$ cat src/rtl/sirv_pwmcap16_core_pkg.sv
// Shared definitions for the PWM input-capture core: FSM states, cfg field
// positions and the packing helpers used by the register readback.
package sirv_pwmcap16_core_pkg;

    typedef enum logic [1:0] {
        ST_IDLE = 2'd0,
        ST_HIGH = 2'd1,
        ST_LOW  = 2'd2
    } cap_state_e;

    localparam int CFG_SCALE_LSB   = 0;
    localparam int CFG_SCALE_W     = 4;
    localparam int CFG_POL_BIT     = 8;
    localparam int CFG_ALWAYS_BIT  = 12;
    localparam int CFG_ONESHOT_BIT = 13;
    localparam int CFG_IPCAP_BIT   = 28;
    localparam int CFG_IPOVF_BIT   = 29;

    typedef struct packed {
        logic       ip_ovf;
        logic       ip_cap;
        logic       en_oneshot;
        logic       en_always;
        logic       pol;
        logic [3:0] scale;
    } cfg_t;

    function automatic logic [31:0] cfg_pack(input cfg_t c);
        logic [31:0] w;
        w = '0;
        w[CFG_SCALE_LSB +: CFG_SCALE_W] = c.scale;
        w[CFG_POL_BIT]                  = c.pol;
        w[CFG_ALWAYS_BIT]               = c.en_always;
        w[CFG_ONESHOT_BIT]              = c.en_oneshot;
        w[CFG_IPCAP_BIT]                = c.ip_cap;
        w[CFG_IPOVF_BIT]                = c.ip_ovf;
        return w;
    endfunction

    function automatic cfg_t cfg_unpack(input logic [31:0] w);
        cfg_t c;
        c.scale      = w[CFG_SCALE_LSB +: CFG_SCALE_W];
        c.pol        = w[CFG_POL_BIT];
        c.en_always  = w[CFG_ALWAYS_BIT];
        c.en_oneshot = w[CFG_ONESHOT_BIT];
        c.ip_cap     = w[CFG_IPCAP_BIT];
        c.ip_ovf     = w[CFG_IPOVF_BIT];
        return c;
    endfunction

    // Tick when the low 'scale' prescaler bits are all ones; scale 0 ticks every clock.
    function automatic logic pre_tick(input logic [14:0] pre, input logic [3:0] scale);
        logic [15:0] mask;
        mask = (16'd1 << scale) - 16'd1;
        return (({1'b0, pre} & mask) == mask);
    endfunction

endpackage

$ cat src/rtl/sirv_pwmcap16_core_if.sv
// Register-router shim bundle of the capture core: cfg write triplet and
// the read-only measurement registers.
interface sirv_pwmcap16_core_if;
    logic        io_regs_cfg_write_valid;
    logic [31:0] io_regs_cfg_write_bits;
    logic [31:0] io_regs_cfg_read;
    logic [15:0] io_regs_period_read;
    logic [15:0] io_regs_high_read;
    logic [31:0] io_regs_status_read;

    modport master (
        output io_regs_cfg_write_valid,
        output io_regs_cfg_write_bits,
        input  io_regs_cfg_read,
        input  io_regs_period_read,
        input  io_regs_high_read,
        input  io_regs_status_read
    );

    modport slave (
        input  io_regs_cfg_write_valid,
        input  io_regs_cfg_write_bits,
        output io_regs_cfg_read,
        output io_regs_period_read,
        output io_regs_high_read,
        output io_regs_status_read
    );
endinterface

$ cat src/rtl/sirv_pwmcap16_core_sync.sv
// Metastability flop chain for the asynchronous PWM input pin.
module sirv_pwmcap16_core_sync #(
    parameter int SYNC_STAGES = 2
) (
    input  logic clock,
    input  logic reset,
    input  logic d_i,
    output logic q_o
);

    logic [SYNC_STAGES-1:0] sync_q;

    always_ff @(posedge clock or posedge reset) begin
        if (reset) begin
            sync_q <= '0;
        end else begin
            sync_q <= {sync_q[SYNC_STAGES-2:0], d_i};
        end
    end

    assign q_o = sync_q[SYNC_STAGES-1];

endmodule

$ cat src/rtl/sirv_pwmcap16_core.sv
// PWM input capture: measures period and high time of the synchronised pin
// in prescaled ticks and raises sticky capture-done / overflow pending bits.
//
//   state   | meaning
//   --------+-----------------------------------------------------------
//   ST_IDLE | disabled or waiting for the first rising edge; cnt/pre at 0
//   ST_HIGH | pin high phase, counting towards the falling edge
//   ST_LOW  | pin low phase, counting towards the period-closing rise
module sirv_pwmcap16_core
    import sirv_pwmcap16_core_pkg::*;
#(
    parameter int SYNC_STAGES = 2
) (
    input  logic                       clock,
    input  logic                       reset,
    input  logic                       io_pin,
    sirv_pwmcap16_core_if.slave        regs,
    output logic                       io_ip_0,
    output logic                       io_ip_1
);

    cap_state_e  state_q, state_d;
    cfg_t        cfg_q, cfg_d;
    logic [15:0] cnt_q, cnt_d;
    logic [14:0] pre_q, pre_d;
    logic [15:0] period_q, period_d;
    logic [15:0] high_q, high_d;
    logic [15:0] high_tmp_q, high_tmp_d;
    logic        p_prev_q;

    logic        pin_sync;
    logic        p;
    logic        rise;
    logic        fall;
    logic        en;
    logic        tick;
    logic        cnt_top;
    logic [15:0] capv;

    sirv_pwmcap16_core_sync #(
        .SYNC_STAGES (SYNC_STAGES)
    ) u_sync (
        .clock (clock),
        .reset (reset),
        .d_i   (io_pin),
        .q_o   (pin_sync)
    );

    always_comb begin
        p       = pin_sync ^ cfg_q.pol;
        rise    = p & ~p_prev_q;
        fall    = ~p & p_prev_q;
        en      = cfg_q.en_always | cfg_q.en_oneshot;
        tick    = pre_tick(pre_q, cfg_q.scale);
        cnt_top = (cnt_q == 16'hFFFF) & tick;
        capv    = (cnt_q == 16'hFFFF) ? 16'hFFFF : cnt_q + {15'd0, tick};
    end

    always_comb begin
        cfg_d      = cfg_q;
        state_d    = state_q;
        cnt_d      = cnt_q;
        pre_d      = pre_q;
        period_d   = period_q;
        high_d     = high_q;
        high_tmp_d = high_tmp_q;

        if (regs.io_regs_cfg_write_valid) begin
            // A cfg write always restarts measurement and overrides any same-cycle edge.
            cfg_d   = cfg_unpack(regs.io_regs_cfg_write_bits);
            state_d = ST_IDLE;
            cnt_d   = '0;
            pre_d   = '0;
        end else if (!en || state_q == ST_IDLE) begin
            cnt_d   = '0;
            pre_d   = '0;
            state_d = (en && rise) ? ST_HIGH : ST_IDLE;
        end else begin
            pre_d = pre_q + 15'd1;
            cnt_d = capv;
            case (state_q)
                ST_HIGH: begin
                    if (fall) begin
                        high_tmp_d = capv;
                        state_d    = ST_LOW;
                    end else if (cnt_top) begin
                        cfg_d.ip_ovf     = 1'b1;
                        cfg_d.en_oneshot = 1'b0;
                        state_d          = ST_IDLE;
                        cnt_d            = '0;
                        pre_d            = '0;
                    end
                end
                ST_LOW: begin
                    if (rise) begin
                        period_d     = capv;
                        high_d       = high_tmp_q;
                        cfg_d.ip_cap = 1'b1;
                        cnt_d        = '0;
                        pre_d        = '0;
                        if (cfg_q.en_oneshot && !cfg_q.en_always) begin
                            cfg_d.en_oneshot = 1'b0;
                            state_d          = ST_IDLE;
                        end else begin
                            state_d = ST_HIGH;
                        end
                    end else if (cnt_top) begin
                        cfg_d.ip_ovf     = 1'b1;
                        cfg_d.en_oneshot = 1'b0;
                        state_d          = ST_IDLE;
                        cnt_d            = '0;
                        pre_d            = '0;
                    end
                end
                default: begin
                    state_d = ST_IDLE;
                    cnt_d   = '0;
                    pre_d   = '0;
                end
            endcase
        end
    end

    always_ff @(posedge clock or posedge reset) begin
        if (reset) begin
            state_q    <= ST_IDLE;
            cfg_q      <= '0;
            cnt_q      <= '0;
            pre_q      <= '0;
            period_q   <= '0;
            high_q     <= '0;
            high_tmp_q <= '0;
            p_prev_q   <= 1'b0;
        end else begin
            state_q    <= state_d;
            cfg_q      <= cfg_d;
            cnt_q      <= cnt_d;
            pre_q      <= pre_d;
            period_q   <= period_d;
            high_q     <= high_d;
            high_tmp_q <= high_tmp_d;
            p_prev_q   <= p;
        end
    end

    assign regs.io_regs_cfg_read    = cfg_pack(cfg_q);
    assign regs.io_regs_period_read = period_q;
    assign regs.io_regs_high_read   = high_q;
    assign regs.io_regs_status_read = {14'h0, state_q, cnt_q};
    assign io_ip_0                  = cfg_q.ip_cap;
    assign io_ip_1                  = cfg_q.ip_ovf;

endmodule

$ cat src/flat_wrapper.sv
// flat-port wrapper written by rule: the top's interface ports become plain ports
module sirv_pwmcap16_core_flat import sirv_pwmcap16_core_pkg::*;
#(
    parameter int SYNC_STAGES = 2
)
  (clock, reset, io_pin, io_ip_0, io_ip_1, regs_io_regs_cfg_write_valid, regs_io_regs_cfg_write_bits, regs_io_regs_cfg_read, regs_io_regs_period_read, regs_io_regs_high_read, regs_io_regs_status_read);
  sirv_pwmcap16_core_if regs_i ();
  input  logic clock;
  input  logic reset;
  input  logic io_pin;
  output logic io_ip_0;
  output logic io_ip_1;
  input wire logic [$bits(regs_i.io_regs_cfg_write_valid)-1:0] regs_io_regs_cfg_write_valid;
  input wire logic [$bits(regs_i.io_regs_cfg_write_bits)-1:0] regs_io_regs_cfg_write_bits;
  output wire logic [$bits(regs_i.io_regs_cfg_read)-1:0] regs_io_regs_cfg_read;
  output wire logic [$bits(regs_i.io_regs_period_read)-1:0] regs_io_regs_period_read;
  output wire logic [$bits(regs_i.io_regs_high_read)-1:0] regs_io_regs_high_read;
  output wire logic [$bits(regs_i.io_regs_status_read)-1:0] regs_io_regs_status_read;
  assign regs_i.io_regs_cfg_write_valid = regs_io_regs_cfg_write_valid;
  assign regs_i.io_regs_cfg_write_bits = regs_io_regs_cfg_write_bits;
  assign regs_io_regs_cfg_read = regs_i.io_regs_cfg_read;
  assign regs_io_regs_period_read = regs_i.io_regs_period_read;
  assign regs_io_regs_high_read = regs_i.io_regs_high_read;
  assign regs_io_regs_status_read = regs_i.io_regs_status_read;
  sirv_pwmcap16_core #(.SYNC_STAGES(SYNC_STAGES)) u_core (.clock(clock), .reset(reset), .io_pin(io_pin), .regs(regs_i), .io_ip_0(io_ip_0), .io_ip_1(io_ip_1));
endmodule
$ cat config.mk
export PLATFORM = sky130hd
export DESIGN_NAME = sirv_pwmcap16_core_flat
export DESIGN_NICKNAME = d
export VERILOG_FILES = /design/src/rtl/sirv_pwmcap16_core_pkg.sv /design/src/rtl/sirv_pwmcap16_core_if.sv /design/src/rtl/sirv_pwmcap16_core_sync.sv /design/src/rtl/sirv_pwmcap16_core.sv /design/src/flat_wrapper.sv
export SDC_FILE = /design/constraint.sdc
export NUM_CORES = 1
export LEC_CHECK = 0
export ABC_AREA = 1
export BUFFER_PORTS_ARGS = -buffer_cell sky130_fd_sc_hd__buf_2
export CAP_MARGIN = 5
export CORE_MARGIN = 4
export CORE_UTILIZATION = 50
export DETAILED_ROUTE_END_ITERATION = 7
export GPL_ROUTABILITY_DRIVEN = 0
export GPL_TIMING_DRIVEN = 0
export PLACE_DENSITY = 0.87
export SETUP_SLACK_MARGIN = 0.3
export SLEW_MARGIN = 40
export SYNTH_ARGS = -nofsm -noshare
export SYNTH_HDL_FRONTEND = slang
export SYNTH_HIERARCHICAL = 1
export SYNTH_SLANG_ARGS = --single-unit
$ cat constraint.sdc
create_clock -name clock -period 6.9 [get_ports clock]
set_clock_uncertainty 0.2 [all_clocks]
set_input_delay 0.345 -clock clock [delete_from_list [all_inputs] [get_ports clock]]
set_output_delay 0.345 -clock clock [all_outputs]
set_load 0.02 [all_outputs]
==> flow_summary.json <==
{
  "min_period_ns": 3.88,
  "required_ns": 6.93,
  "clk_pin_slew_ns": 0.10,
  "die_w_um": 106,
  "synth-edff-count": 0,
  "power_frac_seq": 0.536,
  "holdCritPathClass": "in2reg",
  "setup_slack_ns": 3.02,
  "pre_cts_ws_ns": 3.13,
  "cts_sinks": 93,
  "cts_resized": 0,
  "path_cells": "nor2_4 -> nand2_2 -> ha_1 -> buf_2 -> inv_1 -> a21oi_2 -> nand2_1 -> nand2_1 -> nand2_1 -> nand3_1 -> nor4_1 -> ha_1 -> nand3_1 -> nor2_1 -> nand3_1 -> nor2_1 -> nand2_1 -> inv_1 -> nand2_1 -> a21oi_1 -> o21ai_0",
  "path_common_cell": "nand2_1",
  "syn-cell-area_um2": 4800,
  "timing.rr.end": "u_core/regs.io_regs_period_read[13]$_DFFE_PP0P_",
  "drv_slew": 0,
  "cp-end-kind": "flip-flop",
  "register_area_um2": 2330,
  "cts-buffers-inserted": 9,
  "rows": 35,
  "vias_per_cell": 4.96,
  "clkPwrFrac": 0.336,
  "nets": 766,
  "final_common_cell": "nand2_1",
  "synth_cell_types": 37,
  "rsz0062_at_grt": "false",
  "yosysSeqAreaShare": 0.484,
  "post-route-period-util": 0.562,
  "overflow": 0,
  "clk_path_buf_depth": 2,
  "hold_viol_final": 0,
  "swShare": 0.286,
  "cts_htree_levels": 3,
  "dp.final_hpwl_um": 8470,
  "worstPathArrival_ns": 3.90,
  "setup-tns-final_ns": 0,
  "antennaDiodeCount": 0,
  "setup_viol": 0,
  "fmax_mhz": 258,
  "intPower_w": 0.000746,
  "clock_latency_ns": 0.36,
  "ir_drop_mv": 0.118,
  "grt_start_max_net_pins": 53,
  "root_buffer": "clkbuf_8",
  "ff2ff_path_depth": 21,
  "ys.flop_type": "dfrtp_1",
  "cp_max_fo": 9,
  "critPathSlowestCell": "dfrtp_1",
  "max_slew_margin": 0.666,
  "final_cells": 857,
  "yosysTopAreaCell": "dfrtp_1",
  "dpl.cell_count": 832,
  "status": "finished clean",
  "post_cts_buffers": 0,
  "cp_slowest_stage_delay_ns": 0.48,
  "fp.dieArea_um2": 11200,
  "drtIter0Drc": 284,
  "area_growth_pct": 20.2,
  "ys_ff_latch": 93,
  "start_util": 0.518,
  "p_sw_w": 0.000298,
  "antenna_found_initial": 0,
  "syn_avg_cell_area_um2": 8.09,
  "die_h_um": 106,
  "ios": 134,
  "r2r_start": "u_core/regs.io_regs_cfg_read[3]$_DFFE_PP0P_",
  "r2r_slack_ns": 3.02,
  "grt_pass1_vias": 4053,
  "track_usage": 0.209,
  "power_density_nw_per_um2": 181,
  "wl_um": 11400,
  "drc": 0,
  "async_flop_share": 1.00,
  "synth_area_leaders": "dfrtp_1, nand2_1, buf_4",
  "vias": 4253,
  "grt_pass1_wl_um": 19100,
  "yosysWarnings": 6,
  "total_power_w": 0.00104,
  "io_buffers": 72,
  "synth_top_area_frac": 0.484,
  "fin_hold_ws_ns": 0.0642,
  "cap_violations": 0,
  "dr.pass1.iters": 5,
  "multi_input_area_um2": 2000,
  "ant_nets": 0,
  "cellLeakagePower_nw": 3.03,
  "power_frac_comb": 0.128,
  "wl_per_cell_um": 13.3,
  "postCtsHoldBufs": 9,
  "startpoint_type": "flip-flop",
  "critical_path_class": "reg2reg",
  "tritoncts": "built",
  "core_region_area_um2": 9280,
  "final_cell_mix": "nand2_1, dfrtp_1, buf_2",
  "startpoint": "u_core/regs.io_regs_cfg_read[3]$_DFFE_PP0P_",
  "layout-drive-gt1-share": 0.227,
  "fill_cells": 766,
  "synth_cells": 594,
  "cp-endpoint": "u_core/regs.io_regs_period_read[13]$_DFFE_PP0P_",
  "worstMarginPinSlew_ns": 0.501
}
[worst min-delay path by stage]
stage / slack, ns / cells past startpoint / start / endpoint
detailed placement: 0.04 / 2 / reset / u_core/u_sync/sync_q[0]$_DFF_PP0_
CTS: 0.05 / 3 / regs_io_regs_cfg_write_bits[28] / u_core/io_ip_0$_DFFE_PP0P_
finish: 0.06 / 3 / regs_io_regs_cfg_write_bits[28] / u_core/io_ip_0$_DFFE_PP0P_
floorplan: -0.11 / 1 / reset / u_core/u_sync/sync_q[0]$_DFF_PP0_
global route: 0.08 / 3 / regs_io_regs_cfg_write_bits[28] / u_core/io_ip_0$_DFFE_PP0P_
global placement: 0.006 / 2 / reset / u_core/u_sync/sync_q[0]$_DFF_PP0_
[worst max-delay path, delay by kind of cell, from the launching register on]
kind / cells / cell delay (ns)
simple gates: 13 / 1.83
buf+inv: 3 / 0.34
fa+ha+maj: 2 / 0.42
compound gates: 3 / 0.45
flops: 1 / 0.48
[flip-flops by register name, indices dropped and copies added (netlist names)]
signal	cells
u_core/regs.io_regs_high_read	16
u_core/high_tmp_q	16
u_core/pre_q	15
u_core/u_sync/sync_q	2
u_core/state_q	2
u_core/cnt_q	16
u_core/p_prev_q	1
u_core/io_ip_0	1
u_core/regs.io_regs_period_read	16
u_core/io_ip_1	1
u_core/regs.io_regs_cfg_read	7
[Yosys cell counts, types with 8 or more instances]
cell type and count:
inv_1 57, nor2_2 13, o21ai_0 45, a21oi_1 14, buf_4 40, xor2_1 12
nor3_1 9, nor2_1 66, clkbuf_1 8, nand3_1 26, dfrtp_1 93, nand2_1 157
[layer usage]
| metal | routed length (um) | GRT usage | share of wire |
|---|---|---|---|
| met1 | 4780 | 0.269 | 0.42 |
| met2 | 5530 | 0.352 | 0.49 |
| met3 | 722 | 0.0285 | 0.064 |
| met4 | 329 | 0.0934 | 0.029 |
| met5 | 0 | 0 | 0 |
[stage by stage]
step | utilization | cell area (um2)
2_1_floorplan | - | 4940
3_3_place_gp | 0.588 | 5460
3_5_place_dp | 0.592 | 5490
4_1_cts | 0.622 | 5770
5_1_grt | 0.622 | 5770
6_report | 0.622 | 5770
[area by class of cell]
cell class              count  area share
flip-flops and latches     93       0.403
multi-input cells         422       0.347
clock buffers              10      0.0238
repair buffers             82      0.0828
well taps                 129      0.0280
clock inverters             6     0.00910
inverters                  60      0.0399
plain buffers              55      0.0665
[power groups by stage]
stage / clock (W) / combinational, W / sequential (W)
global route: 0.000380 / 0.000147 / 0.000561
CTS: 0.000360 / 0.000131 / 0.000559
finish: 0.000351 / 0.000134 / 0.000559
detailed placement: 0 / 0.000127 / 0.000570
global placement: 0 / 0.000121 / 0.000570
floorplan: 0 / 0.0000934 / 0.000576
[logic make-up (layout without fill, tap and decap cells)]
family                     Yosys count  after routing  synth area share
AOI/OAI and AO/OA                   73             73            0.0854
other                                1             37          0.000781
adders and majority gates            7              7            0.0182
buffers and inverters              115            213             0.127
and+or+nand+nor                    292            292             0.261
DFF                                 93             93             0.484
xor gates and xnor gates            13             13            0.0237
Note: power is estimated with default switching activity, not from simulation.
